`config.mk`:
```
export PLATFORM = sky130hd
export DESIGN_NAME = rf_wb_arbiter
export DESIGN_NICKNAME = d
export VERILOG_FILES = /design/src/rtl/rf_pkg.sv /design/src/rtl/rr_arbiter3.sv /design/src/rtl/rf_wb_arbiter.sv
export SDC_FILE = /design/constraint.sdc
export NUM_CORES = 1
export LEC_CHECK = 0
export CELL_PAD_IN_SITES_DETAIL_PLACEMENT = 0
export CELL_PAD_IN_SITES_GLOBAL_PLACEMENT = 1
export CORE_MARGIN = 2
export CORE_UTILIZATION = 30
export CTS_CLUSTER_SIZE = 8
export DETAILED_ROUTE_END_ITERATION = 12
export PLACE_DENSITY = 0.86
export SLEW_MARGIN = 20
export SYNTH_ARGS = -nofsm -noshare
export SYNTH_HDL_FRONTEND = slang
export SYNTH_SLANG_ARGS = --single-unit
```
`constraint.sdc`:
```
create_clock -name clk -period 2 [get_ports clk]
set_input_delay 0.2 -clock clk [delete_from_list [all_inputs] [get_ports clk]]
set_output_delay 0.2 -clock clk [all_outputs]
set_load 0.1 [all_outputs]
```
`src/rtl/rf_pkg.sv`:
```
// Shared constants and helpers for the register-file writeback arbiter.
package rf_pkg;

   localparam int RF_ADDR_W   = 4;
   localparam int RF_INT_REGS = 8;
   localparam int RF_RNS_BIT  = 3;
   localparam int RF_REGS     = 2 * RF_INT_REGS;

   localparam int REQ_ALU = 0;
   localparam int REQ_RNS = 1;
   localparam int REQ_LD  = 2;

   // True when the destination lives in the RNS half of the register file.
   function automatic logic rf_is_rns(input logic [RF_ADDR_W-1:0] addr);
      return addr[RF_RNS_BIT];
   endfunction

endpackage

```
`src/rtl/rr_arbiter3.sv`:
```
// Three-way round-robin grant. The search starts just after the last
// granted index and wraps; the pointer itself is held by the parent.
module rr_arbiter3 (
   input  logic [2:0] req_valid,
   input  logic [1:0] rr_last,
   output logic [2:0] grant,
   output logic [1:0] grant_idx,
   output logic       grant_valid
);

   logic [1:0] idx;

   function automatic logic [1:0] next3(input logic [1:0] i);
      return (i >= 2'd2) ? 2'd0 : i + 2'd1;
   endfunction

   // Walk the three candidates in rotated order and take the first valid one.
   always_comb begin
      // NOTE: every output gets a default before any branch, otherwise a path
      // that leaves it unassigned would infer a latch.
      grant     = '0;
      grant_idx = 2'd0;
      idx       = next3(rr_last);
      for (int k = 0; k < 3; k++) begin
         if (grant == 3'b000 && req_valid[idx]) begin
            grant[idx] = 1'b1;
            grant_idx  = idx;
         end
         idx = next3(idx);
      end
   end

   assign grant_valid = |grant;

endmodule

```
`src/rtl/rf_wb_arbiter.sv`:
```
// Writeback arbiter for the single register-file write port, with a
// pending-write scoreboard used by issue to stall on RAW/WAW hazards.
module rf_wb_arbiter
   import rf_pkg::*;
#(
   parameter int NUM_DOMAINS = 1,
   parameter int NUM_REQ     = 3,
   localparam int DW         = NUM_DOMAINS * 8
) (
   input  logic                          clk,
   input  logic                          reset,
   input  logic [NUM_REQ-1:0]            req_valid,
   input  logic [NUM_REQ*RF_ADDR_W-1:0]  req_addr,
   input  logic [NUM_REQ*DW-1:0]         req_data,
   output logic [NUM_REQ-1:0]            req_ready,
   input  logic                          alloc_valid,
   input  logic [RF_ADDR_W-1:0]          alloc_addr,
   output logic                          alloc_ready,
   input  logic [RF_ADDR_W-1:0]          chk_addr1,
   input  logic [RF_ADDR_W-1:0]          chk_addr2,
   output logic                          chk_busy,
   output logic                          wr_en,
   output logic [RF_ADDR_W-1:0]          wr_addr,
   output logic [DW-1:0]                 wr_data,
   output logic                          wr_RNS,
   output logic [RF_REGS-1:0]            busy,
   output logic                          err_unalloc
);

   logic [1:0]           rr_last;
   logic [2:0]           grant;
   logic [1:0]           grant_idx;
   logic                 transfer;
   logic [RF_ADDR_W-1:0] win_addr;
   logic [DW-1:0]        win_data;
   logic                 alloc_set;
   logic                 alloc_hits_write;

   rr_arbiter3 u_arb (
      .req_valid   (req_valid),
      .rr_last     (rr_last),
      .grant       (grant),
      .grant_idx   (grant_idx),
      .grant_valid (transfer)
   );

   assign req_ready = grant;

   // Select the winner's address and data; grant is one-hot or zero.
   always_comb begin
      win_addr = '0;
      win_data = '0;
      for (int i = 0; i < NUM_REQ; i++) begin
         if (grant[i]) begin
            win_addr = req_addr[i*RF_ADDR_W +: RF_ADDR_W];
            win_data = req_data[i*DW +: DW];
         end
      end
   end

   // Round-robin pointer moves only when a transfer happens.
   always_ff @(posedge clk or posedge reset) begin
      // NOTE: state registers use non-blocking assignments so every flop
      // samples the pre-edge values regardless of statement order.
      if (reset)         rr_last <= 2'd2;
      else if (transfer) rr_last <= grant_idx;
   end

   // Output register driving the register-file write port; address and data
   // hold when idle, only the enable drops.
   always_ff @(posedge clk or posedge reset) begin
      if (reset) begin
         wr_en   <= 1'b0;
         wr_addr <= '0;
         wr_data <= '0;
         wr_RNS  <= 1'b0;
      end else begin
         wr_en <= transfer;
         if (transfer) begin
            wr_addr <= win_addr;
            wr_data <= win_data;
            wr_RNS  <= rf_is_rns(win_addr);
         end
      end
   end

   assign alloc_ready      = ~busy[alloc_addr];
   assign alloc_set        = alloc_valid & alloc_ready;
   assign chk_busy         = busy[chk_addr1] | busy[chk_addr2];
   assign alloc_hits_write = alloc_set & wr_en & (alloc_addr == wr_addr);

   // Scoreboard: clear on the committing write, then apply the claim so a
   // same-address set overrides the clear.
   always_ff @(posedge clk or posedge reset) begin
      if (reset) begin
         busy <= '0;
      end else begin
         logic [RF_REGS-1:0] busy_n;
         busy_n = busy;
         if (wr_en)     busy_n[wr_addr]    = 1'b0;
         if (alloc_set) busy_n[alloc_addr] = 1'b1;
         busy <= busy_n;
      end
   end

   // Flag a committed write to a register nobody claimed. A write that lands
   // in the same cycle the register is being claimed is paired with that
   // claim and is not reported.
   always_ff @(posedge clk or posedge reset) begin
      if (reset) err_unalloc <= 1'b0;
      else       err_unalloc <= wr_en & ~busy[wr_addr] & ~alloc_hits_write;
   end

endmodule

```
======== After elaboration in Yosys (flattened, before gate mapping) ========
Cells that the tools add are included.
word-level totals
  bits in registers ....................... 33
  input bits .............................. 54
  output and inout port bits .............. 36
  word-level logic and storage cells ...... 91
cells by class
  add/subtract/negate cells ............... 3
  order comparisons ....................... 15
  equality and inequality tests ........... 1
  muxes and demuxes ....................... 41
  bitwise operators ....................... 14
  reduce and logical (&&, ||, !) cells .... 10
operators with widths
  operator               number
  $mux W16               2
  $mux W8                3
  $lt A4 B5 Y1 const B   4
  $and A16 B16 Y16       1
  $bmux W1 S4            4
  $not A16 Y16           1
  $or A16 B16 Y16        1
  $mux W1                12
  $mux W2                6
  $mux W4                3
  $lt A2 B3 Y1 const B   3
  $mux W3                3
  $demux W1 S4           2
  $ge A4 B1 Y1 const B   2
  $logic_and A1 B1 Y1    7
  $add A2 B1 Y2 const B  3
  $bmux W1 S2            3
  $demux W1 S2           3
  $ge A2 B1 Y1 const B   3
  $ge A2 B2 Y1 const B   3
  $logic_not A3 Y1       2
  $or A3 B3 Y3           2
  $and A1 B1 Y1          5
  $eq A4 B4 Y1           1
  other kinds (3)        5

======== Logic depth before layout (Yosys ltp) ========
  depth in word-level cells ............... 16
  gate-level depth with buffers ........... 6
  mapped depth without buffers ............ 4

======== Modules after synthesis ========
A second synthesis with hierarchy kept.
unflattened totals
  cells, all modules ...................... 201
  area, all modules ....................... 2224.6 um2
modules (own cells, without submodules)
  module         instances  cells each  area an instance (um2)  sequential area each (um2)
  rf_wb_arbiter  1          190         2133.3                  802.0
  rr_arbiter3    1          11          91.3                    0.0

======== Worst setup path before layout ========
OpenSTA, ideal clock, no wires.
  path kind ............................... reg2out
  start point ............................. register busy[14]
  end point ............................... output port chk_busy
  data arrival time ....................... 2.908 ns
  required time ........................... 1.800 ns
  slack ................................... -1.108 ns
  stages on the path, launching flop included .. 5
  path buffers ............................ 0
  cell sequence ........................... dfrtp_1 mux4_2 mux2i_1 and2_1 o21ai_1
between the ends
  cells in the longest elaborated chain, start to end .. 3
  elaborated cells on any way between the ends .. 5
  classes of those cells .................. 4 x mux; 1 x bitwise
ends and longest elaborated chain
  what                           line                  source
  start, declared                rf_wb_arbiter.sv:26   output logic [RF_REGS-1:0] busy,
  start signal, assigned         rf_wb_arbiter.sv:102  busy <= busy_n;
  $bmux W1 S4                    rf_wb_arbiter.sv:89   assign chk_busy = busy[chk_addr1] | busy[chk_addr2];
  $mux W1 (not written as such)  rf_wb_arbiter.sv:89
  $or A1 B1 Y1 (*)               rf_wb_arbiter.sv:89
  end, declared                  rf_wb_arbiter.sv:21   output logic chk_busy,
Every way passes the cells marked *; elsewhere a longest branch is shown, timed or not. The select of a mux whose other input is x is not followed.

======== Final worst setup path ========
  start point ............................. register busy[3]
  end point ............................... output port chk_busy
Same word-level chain as after synthesis.

==> impl_metrics.yaml <==
run_status:
  status: "finished with violations"
  violations: "negative setup slack"
power_and_ir_drop:
  p_sw_frac: 0.565
  combPwrFrac: 0.650
  total_power_w: 0.00517
  p_sw_w: 0.00292
  p_leak_nw: 1.43
  peakVddDrop_uv: 518
  power_density_nw_per_um2: 1490
  sequentialPowerShare: 0.246
  internal-power_w: 0.00225
  clockPowerShare: 0.104
placement:
  post-place-ws_ns: -0.0889
  dpl.hpwl_um: 5500
  place.port_buffers: 89
  gp_congestion: 0.899
  place_area_um2: 3350
timing:
  min_period_over_period: 1.02
  fin_worst_skew_ns: 0.00684
  grt_setup_unrepaired: "yes"
  fmaxAchievable_ghz: 0.492
  worstMarginPinSlew_ns: 0.534
  finalSetupViolations: 1
  fin_ws_ns: -0.0307
  hold_violations: 0
  relSlewSlack: 0.644
  slew_violations: 0
  min_period_ns: 2.03
synthesis:
  synth_seq_cells: 32
  synthArstFlopShare: 1.00
  syn_inst: 218
  synth-edff-count: 0
  ys_types: 39
  synth_top_flop_cell: "dfrtp_1"
  syn_nets: 272
  syn-cell-area_um2: 2210
  ys_warn_count: 0
  syn_area_per_cell_um2: 10.1
  seq_area_frac_synth: 0.363
critical_path:
  cp_max_fo: 4
  setup.worst_path.start: "busy[3]"
  cp.arrival_ns: 1.83
  regToRegSetupSlack_ns: 0.32
  max_stage_delay_ns: 0.48
  path_cells: "mux4_2 -> nor2b_1 -> a211oi_2 -> o21ai_4 -> buf_12"
  startpoint_type: "flop"
  cp.depth: 5
  slowest_stage: "mux4_2"
  worstReg2RegStart: "wr_addr[1]"
  rr_worst_depth: 4
  critPathRequiredTime_ns: 1.80
  crit_end: "chk_busy"
  critical_path_class: "reg -> out"
  cp-end-kind: "output port"
  r2r-end: "err_unalloc"
  cp_num_buf_inv: 1
  cpLargestDelayFamily: "multiplexers"
finish:
  layout.nets: 380
  synthToLayoutAreaGrowth_pct: 57.3
  finalInstanceArea_um2: 3470
  nFillCells: 671
  diodes: 0
  final_cell_mix: "buf_4, clkdlybuf4s50_1, o21ai_0"
  final_common_cell: "buf_4"
  drive_gt1_frac: 0.349
route:
  drt_wl_total_um: 7140
  drtPass1Iterations: 4
  drtAntennaViolNets: 0
  drtIter0Drc: 150
  wl_per_cell_um: 16.8
  vias: 2219
  drc_errors: 0
  vias_per_cell: 5.21
grt:
  track_usage: 0.176
  grt_pass1_vias: 2327
  grt_pass1_wl_um: 11600
  antenna_found_initial: 0
  grt_overflow: 0
  grt_max_degree: 33
die:
  die-area_um2: 8060
  num_rows: 31
  die_w_um: 89.8
  io_pins: 90
  die_h_um: 89.8
  start_util: 0.308
  core_um2: 7180
clock_network:
  path_clk_slew_ns: 0.06
  clock_path_buffers: 2
  cts_tree: "built"
  cts_buffers: 5
  htree_levels: 2
  clk-insertion-delay-late_ns: 0.28
  clock-sinks: 32
  cts-root-buf: "clkbuf_8"
  hold_buffers: 0
job:
  maxCapViolations: 0
hold_path:
  hold_path_class: "in -> async"
==> metal layers <==
| layer | part of all wire | global-route usage |
|---|---|---|
| met1 | 0.42 | 0.222 |
| met2 | 0.47 | 0.286 |
| met3 | 0.085 | 0.0469 |
| met4 | 0.023 | 0.0769 |
| met5 | 0 | 0 |
==> logic make-up (layout without fill, tap and decap cells) <==
| family | after synthesis | after routing | synth area share |
|---|---|---|---|
| compound gates | 66 | 66 | 0.217 |
| xor+xnor | 3 | 3 | 0.0119 |
| buf+inv | 30 | 139 | 0.0675 |
| flops | 32 | 32 | 0.363 |
| mux | 27 | 27 | 0.184 |
| simple gates | 60 | 60 | 0.157 |
==> per-stage QoR <==
stage	TNS (ns)	cells	util	hold slack (ns)
finish	-0.0307	426	0.484	0.297
global route	-0.0613	426	0.484	0.347
CTS	-0.0317	425	0.482	0.313
detailed placement	-0.0889	415	0.467	0.552
global placement	-0.0647	415	0.467	0.517
floorplan	-0.0154	218	-	0.314
==> power by group through the flow <==
stage / Combinational [W] / Sequential [W] / Clock [W]
final: 0.00336 / 0.00127 / 0.000540
after global routing: 0.00350 / 0.00129 / 0.000572
after CTS: 0.00335 / 0.00126 / 0.000555
after detailed placement: 0.00331 / 0.00128 / 0
after global placement: 0.00329 / 0.00126 / 0
after floorplan: 0.000956 / 0.00261 / 0
==> synth_stat cells, types with 3 or more instances <==
cell,instances,share of area
nor2b_1,17,0.048
nand3b_1,3,0.010
nand2_1,12,0.020
clkbuf_1,4,0.0068
nand2b_1,3,0.0085
inv_1,16,0.027
buf_6,3,0.015
o221a_1,7,0.036
o221a_2,5,0.026
buf_2,5,0.011
nand3_1,6,0.014
mux2i_1,12,0.054
nor2_1,3,0.0051
mux4_2,9,0.092
and2_1,3,0.0085
o21ai_0,31,0.070
o22ai_1,3,0.0085
nand4_1,5,0.014
a32oi_1,12,0.048
mux2_2,5,0.026
xnor2_1,3,0.012
dfrtp_1,31,0.35
==> worst register-to-register path: cells and delay by family (launching register included) <==
kind / cells / cell delay, ns
AO/OA/AOI/OAI: 1 / 0.16
flip-flops: 1 / 0.54
multiplexers: 1 / 0.56
AND/OR/NAND/NOR: 2 / 0.32
==> cell type report <==
cell class                 instances  area (um2)  share of cell area
multi-input combinational        156        1270               0.365
timing repair buffer             115        1090               0.315
sequential                        32         826               0.238
tap                               99         124              0.0357
clock buffer                       8         100              0.0288
inverter                          16        60.1              0.0173
==> how the worst min path moves through the flow <==
stage,end,cells past startpoint,from
finish,wr_data[1],3,reset
global route,wr_addr[3],3,reset
CTS,wr_data[3],3,reset
detailed placement,rr_last[1],2,rr_last[1]
global placement,rr_last[1],2,rr_last[1]
floorplan,err_unalloc,1,reset
==> registers in the layout, indices dropped and copies added, names as in the netlist <==
register,cells
wr_en,1
busy,16
rr_last,2
wr_addr,4
err_unalloc,1
wr_data,8
==> what timing repair did <==
item,in CTS,in global routing
hold endpoints to repair,0,0
pin swaps,1,0
setup endpoints to repair,1,1
resized for setup,5,1
buffers inserted,2,1
Power figures use the tool's default switching activity.
